### config.mk
export PLATFORM = sky130hd
export DESIGN_NAME = me_ref_row_shifter
export DESIGN_NICKNAME = d
export VERILOG_FILES = /design/src/rtl/me_ref_row_shifter.sv
export SDC_FILE = /design/constraint.sdc
export NUM_CORES = 1
export LEC_CHECK = 0
export ABC_AREA = 1
export BUFFER_PORTS_ARGS = -buffer_cell sky130_fd_sc_hd__buf_4
export CAP_MARGIN = 20
export CELL_PAD_IN_SITES_DETAIL_PLACEMENT = 1
export CELL_PAD_IN_SITES_GLOBAL_PLACEMENT = 1
export CORE_MARGIN = 2
export CORE_UTILIZATION = 30
export CTS_BUF_LIST = sky130_fd_sc_hd__clkbuf_8
export CTS_CLUSTER_SIZE = 24
export DETAILED_ROUTE_END_ITERATION = 10
export GPL_TIMING_DRIVEN = 0
export HOLD_SLACK_MARGIN = 0.08
export PLACE_DENSITY_LB_ADDON = 0.12
export SLEW_MARGIN = 15
export SYNTH_ARGS = -nofsm -noshare
export SYNTH_HDL_FRONTEND = slang
export SYNTH_SLANG_ARGS = --single-unit
### constraint.sdc
create_clock -name clk_i -period 2.5 [get_ports clk_i]
set_clock_uncertainty 0.2 [all_clocks]
set_input_delay 0.125 -clock clk_i [delete_from_list [all_inputs] [get_ports clk_i]]
set_output_delay 0.125 -clock clk_i [all_outputs]
set_load 0.05 [all_outputs]
### src/rtl/me_ref_row_shifter.sv
// Reference-row shifter: turns one BLK_W+EXTRA pixel row into EXTRA+1 sliding BLK_W windows.
// Define ME_ROW_PREFETCH_EN to add a one-row pending buffer for bubble-free back-to-back rows.
`timescale 1ns/1ps
module me_ref_row_shifter #(
    parameter int PIX_W = 8,
    parameter int BLK_W = 16,
    parameter int EXTRA = 7,
    parameter int ROWS  = 16,
    localparam int ROW_W = (BLK_W + EXTRA) * PIX_W,
    localparam int WIN_W = BLK_W * PIX_W,
    localparam int POS_W = ($clog2(EXTRA + 1) > 1) ? $clog2(EXTRA + 1) : 1,
    localparam int IDX_W = ($clog2(ROWS) > 1) ? $clog2(ROWS) : 1
) (
    input  logic             clk_i,
    input  logic             rst_ni,
    input  logic [ROW_W-1:0] row_i,
    input  logic             row_valid_i,
    output logic             row_ready_o,
    input  logic             flush_i,
    output logic [WIN_W-1:0] win_o,
    output logic             win_valid_o,
    input  logic             win_ready_i,
    output logic [POS_W-1:0] pos_o,
    output logic [IDX_W-1:0] row_idx_o,
    output logic             row_end_o,
    output logic             win_last_o
);

    typedef enum logic {IDLE, SHIFT} state_t;

    localparam logic [POS_W-1:0] POS_LAST = POS_W'(EXTRA);
    localparam logic [IDX_W-1:0] IDX_LAST = IDX_W'(ROWS - 1);

    state_t           r_state;
    logic [ROW_W-1:0] r_cur;
    logic [POS_W-1:0] r_pos;
    logic [IDX_W-1:0] r_rowIdx;

    logic             w_rowXfer;
    logic             w_beat;
    logic             w_rowEnd;
    logic             w_nextValid;
    logic [ROW_W-1:0] w_nextRow;

    assign w_rowXfer = row_valid_i && row_ready_o;
    assign w_beat    = (r_state == SHIFT) && win_ready_i;
    assign w_rowEnd  = w_beat && (r_pos == POS_LAST);

`ifdef ME_ROW_PREFETCH_EN
    logic [ROW_W-1:0] r_pend;
    logic             r_pendValid;

    assign row_ready_o = !r_pendValid && !flush_i;

    // A row arriving on the row-end beat bypasses straight into r_cur, so only park it otherwise.
    always_ff @(posedge clk_i or negedge rst_ni) begin
        if (!rst_ni) begin
            r_pend      <= '0;
            r_pendValid <= 1'b0;
        end else if (flush_i) begin
            r_pendValid <= 1'b0;
        end else if (w_rowXfer && (r_state == SHIFT) && !w_rowEnd) begin
            r_pend      <= row_i;
            r_pendValid <= 1'b1;
        end else if (w_rowEnd) begin
            r_pendValid <= 1'b0;
        end
    end

    assign w_nextValid = r_pendValid || w_rowXfer;
    assign w_nextRow   = r_pendValid ? r_pend : row_i;
`else
    assign row_ready_o = (r_state == IDLE) && !flush_i;
    assign w_nextValid = 1'b0;
    assign w_nextRow   = row_i;
`endif

    always_ff @(posedge clk_i or negedge rst_ni) begin
        if (!rst_ni) begin
            r_state  <= IDLE;
            r_cur    <= '0;
            r_pos    <= '0;
            r_rowIdx <= '0;
        end else if (flush_i) begin
            r_state  <= IDLE;
            r_pos    <= '0;
            r_rowIdx <= '0;
        end else begin
            case (r_state)
                IDLE: begin
                    if (w_rowXfer) begin
                        r_cur   <= row_i;
                        r_pos   <= '0;
                        r_state <= SHIFT;
                    end
                end
                SHIFT: begin
                    if (w_rowEnd) begin
                        r_rowIdx <= (r_rowIdx == IDX_LAST) ? '0 : r_rowIdx + 1'b1;
                        r_pos    <= '0;
                        if (w_nextValid) begin
                            r_cur <= w_nextRow;
                        end else begin
                            r_state <= IDLE;
                        end
                    end else if (w_beat) begin
                        // Top pixel is zero-filled; it never reaches the window before the row ends.
                        r_cur <= {{PIX_W{1'b0}}, r_cur[ROW_W-1:PIX_W]};
                        r_pos <= r_pos + 1'b1;
                    end
                end
                default: r_state <= IDLE;
            endcase
        end
    end

    assign win_o       = r_cur[WIN_W-1:0];
    assign win_valid_o = (r_state == SHIFT);
    assign pos_o       = r_pos;
    assign row_idx_o   = r_rowIdx;
    assign row_end_o   = win_valid_o && (r_pos == POS_LAST);
    assign win_last_o  = row_end_o && (r_rowIdx == IDX_LAST);

endmodule

==> metrics.txt, run 1 <==
DR WL/cell=16.45 um; # IOs=328; DIE WIDTH=195.2 um; Die Y=between 150 and 200 um; fillers=4580; Fmax=roughly 440 MHz; final net count=2305; RD Place Congestion=0.8434; Area contributors post-synth=dfrtp_1, nand2_1, buf_4; PwrDens=approximately 660 mW/mm^2; vias per std cell=4.461; DRT iter0 DRCs=about 450; Final period util=91.29%; Multi-input gate area=0.004571 mm^2; top cell type's share of synthesized area=a little over two fifths; Routed Antenna Nets=0; Cell Rows=70; full die area=0.03811 mm^2; largest net degree at the start of global routing=88; Area Growth Syn to Fin=49.65%; post-layout util=45.16%; clock root buffer=clkbuf_8; Worst Hold Class=reg2reg; Yosys top cell by area=dfrtp_1; endpoint class of the critical path=flop; Final min period=2282 ps; maximum clock insertion buffer count=2; I/O Buffers=327; Clk pin slew, worst setup/hold paths=100 ps; Worst EP arrival=between 2000 and 3000 ps; Max rail drop VDD=0.0003321 V; # Post-CTS Setup Buffers=0; Worst Path Max Fanout=10; final setup violating endpoints=0; initial antenna violation count=2; clock latency on the worst-skew pair=between 400 and 500 ps; Synth cell types=22; WL final=42670 um; Worst Tran Pin Value=921.4 ps; status=finished clean; sequential cell area=0.004805 mm^2; CTS Buf Count=17; total power=between 10000 and 15000 uW; gr usage total=22.63%; initial core utilization=a little under a third; H-tree Lvls=4; Yosys Warn Count=0; placed instance count=2370; startpoint type of the worst setup path=flop; crit path kind=reg2reg; Pre-Repair DR Iteration Count=4; first-pass GRT wire length=67540 um; Rel. slew slack=38.37%; HPWL Detailed=30720 um; Mapped Cells=1573; unrepaired setup endpoints after global routing=false; CTS Sinks=192; syn nets=~1800; vias in the first global route=12460; sequential share of the synthesized area=43.80%; DRC Markers=0; non-filler cells, final=2594; Pleak=0.009364 uW; Slew Viols, Final=0; via count=between 10000 and 15000; core box area=0.03635 mm^2; Yosys reg bits=192; TritonCTS clock tree=yes; Synth Cell Area=0.01097 mm^2; Max Cap Viol=0; share of post-route cells with drive strength above 1=26.41%; CP Data Required Time=2740 ps; syn avg cell area=6.973 um^2; Final Hold Viols=0; GRT overflow=0
final cells by class:
type | count | share of cell area [%]
flip-flops and latches | 192 | 29.27
multi-input cells | 1136 | 27.84
repair buffers | 522 | 27.10
plain buffers | 229 | 9.390
well taps | 468 | 3.567
clock buffers | 18 | 1.509
clock inverters | 12 | 0.9451
inverters | 15 | 0.3430
diodes | 2 | 0.03049
metal layers:
metal  routed length [um]  track usage [%]
met1                19390            29.35
met3                 1418            3.195
met2                21190            39.64
met5                    0                0
met4                  670            5.711
synth_stat cells:
master / instances
buf_6: 11
nor3_1: 1
o21ai_4: 1
clkbuf_1: 24
clkinv_1: 1
buf_8: 1
nand2_4: 1
dfrtp_1: 192
buf_1: 2
o21a_1: 1
nand3b_1: 1
ha_1: 3
nand2_1: 915
inv_1: 13
nor2_1: 17
nand4_1: 1
a21oi_1: 1
nand3_1: 192
buf_4: 138
o21ai_0: 2
buf_2: 54
inv_2: 1
power breakdown:
part	leakage, uW	internal, uW	switching (uW)
combinational	0.00671	1810	2780
sequential	0.00243	3650	442
clock	0.000222	1080	1150
total	0.00936	6540	4370
worst paths after layout:
path	start	endpoint	slack (ps)	depth (start not counted)
worst max-delay path	pos_o[0]$_DFFE_PN0P_	r_cur[39]$_DFFE_PN0P_	220	7
worst min-delay path	r_cur[2]$_DFFE_PN0P_	r_cur[2]$_DFFE_PN0P_	280	2
worst max register to register	pos_o[0]$_DFFE_PN0P_	r_cur[39]$_DFFE_PN0P_	220	7
worst min register to register	r_cur[2]$_DFFE_PN0P_	r_cur[2]$_DFFE_PN0P_	280	2
max in group asynchronous	rst_ni	r_cur[55]$_DFFE_PN0P_	250	4
min in group asynchronous	rst_ni	r_cur[72]$_DFFE_PN0P_	590	4
cell usage in the layout (no fill, tap or decap):
| cell | synthesis | layout |
|---|---|---|
| diode_2 | 0 | 2 |
| dfrtp_1 | 192 | 192 |
| buf_4 | 138 | 465 |
| clkbuf_1 | 24 | 23 |
| buf_2 | 54 | 53 |
| buf_8 | 1 | 2 |
| o21ai_4 | 1 | 1 |
| clkinv_1 | 1 | 1 |
| nand2_4 | 1 | 1 |
| buf_16 | 0 | 2 |
| nand3_1 | 192 | 192 |
| inv_2 | 1 | 1 |
| nor2_1 | 17 | 17 |
| o21a_1 | 1 | 1 |
| clkinv_2 | 0 | 1 |
| clkinvlp_4 | 0 | 1 |
| inv_1 | 13 | 19 |
| nand4_1 | 1 | 1 |
| clkbuf_8 | 0 | 18 |
| o21ai_0 | 2 | 2 |
| nand3b_1 | 1 | 1 |
| bufinv_16 | 0 | 4 |
| nand2_1 | 915 | 915 |
| dlygate4sd3_1 | 0 | 193 |
| a21oi_1 | 1 | 1 |
| buf_1 | 2 | 2 |
| ha_1 | 3 | 3 |
| buf_6 | 11 | 11 |
| nor3_2 | 0 | 1 |
cells by family (layout without fill, tap and decap cells):
group / Yosys count / count (layout) / synth area share (%)
other: 0 / 2 / 0
DFF: 192 / 192 / 43.80
adders and majority gates: 3 / 3 / 0.3422
and+or+nand+nor: 1128 / 1128 / 40.93
AOI/OAI and AO/OA: 5 / 5 / 0.3536
buffers and inverters: 245 / 796 / 14.58
stage by stage:
stage	setup TNS [ps]	worst slack (ps)	instance area [um^2]	hold slack (ps)
6_report	0	217.7	16420	278.2
5_1_grt	0	33.63	16420	305.0
4_1_cts	0	32.03	16410	254.4
3_5_place_dp	0	75.70	14080	-220.0
3_3_place_gp	-80800	-447.9	14010	185.3
2_1_floorplan	0	312.9	10970	-370.6
what timing repair did:
item / in CTS / in global routing
endpoints found under the setup margin: 1 / 60
endpoints found under the hold margin: 384 / 0
resized for setup: 0 / 2
hold buffers: 193 / 0
pin swaps: 0 / 0
state kept, by name (all words and copies together), names as in the netlist:
name         flops
r_cur          184
row_idx_o        4
pos_o            3
win_valid_o      1
worst max-delay path, stage by stage, from the launching register on:
cell	delay [ps]
dfrtp_1	430
ha_1	220
ha_1	230
o21ai_4	330
buf_4	290
buf_2	260
nand3_1	160
nand2_1	90
Power figures use the tool's default switching activity.
==> inputs of run 2 (changes only) <==
MAX_ROUTING_LAYER = met4   (was default)
TNS_END_PERCENT = 20   (was default)
==> run 2 against run 1 <==
Final area about the same. Utilization about the same. Setup slack got worse by 1.9 ps. Largest cell class unchanged.
==> metrics.txt, run 2 (synthesis gave the netlist of run 1 again) <==
Worst EP arrival=2520 ps; DIE WIDTH=~200 um; Crit path largest cell delay=430 ps; initial antenna violation count=3; CTS Sinks=192; met1 WL=19450 um; reg-to-reg startpoint=pos_o[0]$_DFFE_PN0P_; Pre-Repair DR Iteration Count=4; CP bufs+invs=2; Area after DPL=0.01408 mm^2; Biggest register=r_cur; share of post-route cells with drive strength above 1=26.41%; endpoint class of the critical path=flop; fillers=4580; Worst Slack Setup Final=215.8 ps; Top delay family on crit path=buffers and inverters; Max Cap Viol=0; Worst Hold Launch=r_cur[2]$_DFFE_PN0P_; Slew Viols, Final=0; crit path kind=reg2reg; dpl ws=75.70 ps; Worst Path Max Fanout=10; total power=between 10000 and 15000 uW; part of the power in registers=between 30% and 40%; Rel. slew slack=roughly two fifths; Worst Hold Class=reg2reg; Fmax=437.8 MHz; reg2reg path depth=7; maximum clock insertion buffer count=2; DRT iter0 DRCs=413; CP max-delay cell=dfrtp_1; max reg flops=184; startpoint type of the worst setup path=flop; Sw Ratio=40.12%; Final min period=between 2000 and 2500 ps; PwrDens=665.1 mW/mm^2; P_int=6539 uW; CP Data Required Time=2730 ps; Min Hold Slack=275.8 ps; # IOs=328; clock share of power=20.5%; final net count=2305; Area Growth Syn to Fin=49.67%; top routing layer used=met4; most frequent cells in the layout=nand2_1, buf_4, dlygate4sd3_1; Comb pwr share=42.1%; DR WL/cell=16.43 um; Crit Reg-Reg Endpoint=r_cur[118]$_DFFE_PN0P_; H-tree Lvls=4; RD Place Congestion=0.8571; worst hold path endpoint=r_cur[2]$_DFFE_PN0P_; hold path cells=2; Pleak=0.009364 uW; status=finished clean; full die area=between 0.03 and 0.04 mm^2; Max rail drop VDD=0.0003318 V; clock latency on the worst-skew pair=500 ps; Final Hold Viols=0; Sw Pwr=4381 uW; via count=between 10000 and 15000; CP cell instances=ha_1 > ha_1 > o21ai_4 > buf_2 > buf_2 > nand3_1 > nand2_1; # Post-CTS Setup Buffers=0; Cell Rows=70; unrepaired setup endpoints after global routing=false; reg2reg setup slack=about 220 ps; largest net degree at the start of global routing=88; I/O Buffers=327; metal2 WL=21190 um; Worst Tran Pin Value=922.7 ps; met3 wire len=around 1400 um; Die Y=195.2 um; WL final=42650 um; initial core utilization=30.18%; non-filler cells, final=between 2000 and 3000; core box area=0.03635 mm^2; Design Area, Final=between 0.015 and 0.02 mm^2; final setup violating endpoints=0; DRC Markers=0; vias per std cell=between 4 and 5; clock root buffer=clkbuf_8; leading cell type in the layout, fill and taps excluded=nand2_1; CTS Buf Count=17; Final period util=91.37%; Routed Antenna Nets=0; TritonCTS clock tree=yes; vias in the first global route=12460; placed instance count=2370; GRT overflow=0; HPWL Detailed=30720 um; first-pass GRT wire length=67580 um; Clk pin slew, worst setup/hold paths=100 ps; gr usage total=23.33%
## run 2: area by class of cell
| cell class | count | area (um^2) | share of cell area, % |
|---|---|---|---|
| Antenna cell | 3 | 7.507 | 0.04572 |
| Buffer | 229 | 1541 | 9.389 |
| Clock buffer | 18 | 247.7 | 1.509 |
| Clock inverter | 12 | 155.1 | 0.9450 |
| Inverter | 15 | 56.30 | 0.3429 |
| Multi-Input combinational cell | 1136 | 4571 | 27.84 |
| Sequential cell | 192 | 4805 | 29.26 |
| Tap cell | 468 | 585.6 | 3.567 |
| Timing Repair Buffer | 522 | 4449 | 27.10 |
## run 2: worst reg2reg max path: stages (launching register included)
cell     delay, ps
dfrtp_1        430
ha_1           220
ha_1           240
o21ai_4        330
buf_2          300
buf_2          250
nand3_1        150
nand2_1        100
## run 2: what timing repair did
item / 4_1_cts / 5_1_grt
hold buffers: 193 / 0
gates resized for setup: 0 / 2
setup endpoints to repair: 1 / 60
hold endpoints to repair: 384 / 0
## run 2: worst max-delay path by stage
stage	end	slack, ps	cells past startpoint	start
2_1_floorplan	win_last_o	310	4	pos_o[0]$_DFFE_PN0P_
3_3_place_gp	r_cur[151]$_DFFE_PN0P_	-450	1	rst_ni
3_5_place_dp	r_cur[2]$_DFFE_PN0P_	80	7	pos_o[0]$_DFFE_PN0P_
4_1_cts	r_cur[2]$_DFFE_PN0P_	30	7	pos_o[0]$_DFFE_PN0P_
5_1_grt	r_cur[55]$_DFFE_PN0P_	20	4	rst_ni
6_report	r_cur[118]$_DFFE_PN0P_	220	7	pos_o[0]$_DFFE_PN0P_
## run 2: per-stage QoR
step	utilization, %	TNS, ps
2_1_floorplan	-	0
3_3_place_gp	38.56	-80800
3_5_place_dp	38.73	0
4_1_cts	45.14	0
5_1_grt	45.17	0
6_report	45.17	0
## run 2: routing by layer
metal  vias to the layer above  GRT usage, %
met5                         -             -
met3                        36         3.057
met1                      5498         29.46
li1                       5798             -
met2                       231         39.70
met4                         0         5.711
## run 2: power groups by stage
| stage | combinational (uW) | clock (uW) | sequential (uW) |
|---|---|---|---|
| after CTS | 4630 | 2310 | 4090 |
| after detailed placement | 4370 | 0 | 4150 |
| after global placement | 4310 | 0 | 4130 |
| after floorplan | 3040 | 0 | 4000 |
| after global routing | 4960 | 2420 | 4160 |
| final | 4590 | 2240 | 4090 |
==> inputs of run 3 (changes only) <==
ABC_AREA = default   (was 1)
==> run 3 against run 2 <==
Sequential power grew 14%. Final cell count shrank 32%. Die area shrank 5.1%. Via count shrank 34%. Combinational power grew 46%. Clock power is essentially flat. Register-to-register slack lost 50 ps. Sequential share of layout area grew 1.1 points. Total power grew 24%. Final area shrank 3.6%. Largest cell class unchanged. Largest power group unchanged. Highest routed layer unchanged.
==> metrics.txt, run 3 <==
share of post-route cells with drive strength above 1=59.63%; met3 wire len=1484 um; clock latency on the worst-skew pair=500 ps; DIE WIDTH=190.2 um; non-filler cells, final=approximately 1800; dpl ws=-316.3 ps; most frequent cells in the layout=buf_4, mux2_2, dfrtp_1; Worst Hold Launch=row_i[181]; CP max-delay cell=dfrtp_1; Pleak=0.007232 uW; Rel. slew slack=49.01%; final net count=1487; CTS Buf Count=17; DRC Markers=0; Async SR Flop Fraction=100.0%; largest net degree at the start of global routing=70; maximum clock insertion buffer count=2; Biggest register=r_cur; syn avg cell area=approximately 14 um^2; syn nets=950; metal2 WL=15250 um; placed instance count=~1500; crit path kind=reg2out; clock share of power=16.4%; final setup violating endpoints=0; Worst EP arrival=2010 ps; Clk pin slew, worst setup/hold paths=120 ps; H-tree Lvls=4; DRT iter0 DRCs=213; total negative slack=0 ps; TritonCTS clock tree=yes; CP cell instances=ha_1 > ha_1 > and2_2 > and4_2 > buf_4; Yosys top cell by area=dfrtp_1; Worst Path Max Fanout=5; CP Data Required Time=2170 ps; vias in the first global route=8575; Final period util=93.46%; endpoint class of the critical path=output pin; unrepaired setup endpoints after global routing=false; P_int=8009 uW; PwrDens=856.7 mW/mm^2; HPWL Detailed=22450 um; reg-to-reg startpoint=pos_o[1]$_DFFE_PN0P_; full die area=0.03616 mm^2; Die Y=around 190 um; Sw Pwr=5556 uW; top routing layer used=met4; WL final=30890 um; Most common cell on crit path=ha_1; Worst Hold Class=in2reg; first-pass GRT wire length=48300 um; total power=~14000 uW; Worst Slack Setup Final=around 160 ps; max reg flops=184; initial antenna violation count=1; Max rail drop VDD=about 0.00048 V; Synth cell types=30; RD Place Congestion=0.7411; Pre-Repair DR Iteration Count=4; Area Growth Syn to Fin=52.29%; Worst Setup SP=pos_o[1]$_DFFE_PN0P_; Sw Ratio=40.96%; Final Hold Viols=0; Worst Tran Pin Value=roughly 760 ps; Main synth FF type=dfrtp_1; leading cell type in the layout, fill and taps excluded=buf_4; top cell type's share of synthesized area=46.21%; met1 WL=roughly 13000 um; part of the power in registers=between 30 and 40%; Comb pwr share=about half; sequential share of the synthesized area=46.21%; Synth Cell Area=0.01040 mm^2; clock root buffer=clkbuf_8; Area contributors post-synth=dfrtp_1, mux2_2, mux2_1; startpoint type of the worst setup path=flop; Synth top cells by count=mux2_2, dfrtp_1, buf_4, mux2_1, clkbuf_1; core box area=roughly 0.034 mm^2; Routed Antenna Nets=0; number of synthesized flops with an enable pin=0; Slew Viols, Final=0; Max Cap Viol=0; gr usage total=17.87%; GRT overflow=0; CTS Sinks=192; Fmax=approximately 430 MHz; vias per std cell=4.341; # IOs=328; initial core utilization=slightly above 30%; Crit path largest cell delay=420 ps; I/O Buffers=between 300 and 400; Yosys reg bits=192; Mapped Cells=758; Yosys Warn Count=0; status=finished clean; via count=7658; most frequent cell after synthesis=mux2_2; DR WL/cell=17.51 um; Final min period=2336 ps; Cell Rows=68
## run 3: cell type report
class	count	area (um^2)
diodes	1	2.502
plain buffers	171	1331
clock buffers	18	247.7
clock inverters	14	173.9
fillers	3652	18540
multi-input cells	395	4293
flip-flops and latches	192	4805
well taps	455	569.3
repair buffers	518	4412
## run 3: timing repair
item / CTS / global route
setup endpoints to repair: 101 / 119
hold buffers: 190 / 0
resized for setup: 6 / 17
pin swaps: 0 / 1
buffers inserted: 0 / 1
hold endpoints to repair: 384 / 0
## run 3: through the flow
stage	area (um^2)	util [%]	hold slack [ps]
floorplan	10400	-	-370.6
global placement	13410	39.01	149.3
detailed placement	13470	39.19	-90.19
CTS	15810	45.98	140.8
global route	15830	46.07	161.8
finish	15830	46.07	179.3
## run 3: kinds of logic after synthesis
kind of cell / synth area share [%]
flops: 46.21
fa+ha+maj: 0.3610
buf+inv: 12.55
compound gates: 1.504
mux: 38.33
simple gates: 0.9627
xor+xnor: 0.08425
## run 3: worst paths after layout
check / slack, ps / cells past startpoint / endpoint
min in group asynchronous: 480 / 3 / r_cur[13]$_DFFE_PN0P_
setup / recovery: 160 / 5 / win_last_o
max in group asynchronous: 860 / 4 / r_cur[94]$_DFFE_PN0P_
hold reg to reg: 300 / 1 / r_cur[7]$_DFFE_PN0P_
hold / removal: 180 / 3 / r_cur[181]$_DFFE_PN0P_
setup reg to reg: 170 / 8 / r_cur[114]$_DFFE_PN0P_
## run 3: routing by layer
metal,GRT usage (%),vias up
met2,29.13,203
met4,5.725,0
met1,22.21,3781
met3,3.726,37
met5,-,-
li1,-,3637
## run 3: power groups by stage
stage               logic (uW)  clock network, uW  registers, uW
finish                    6700               2220           4650
global route              7060               2460           4810
CTS                       6760               2350           4670
detailed placement        6490                  0           4730
global placement          6440                  0           4700
floorplan                 4810                  0           4460
## run 3: worst max-delay path, delay by kind of cell, from the launching register on
family,cells,cell delay [ps]
and+or+nand+nor,2,470
buffers and inverters,1,190
DFF,1,420
adders and majority gates,2,440
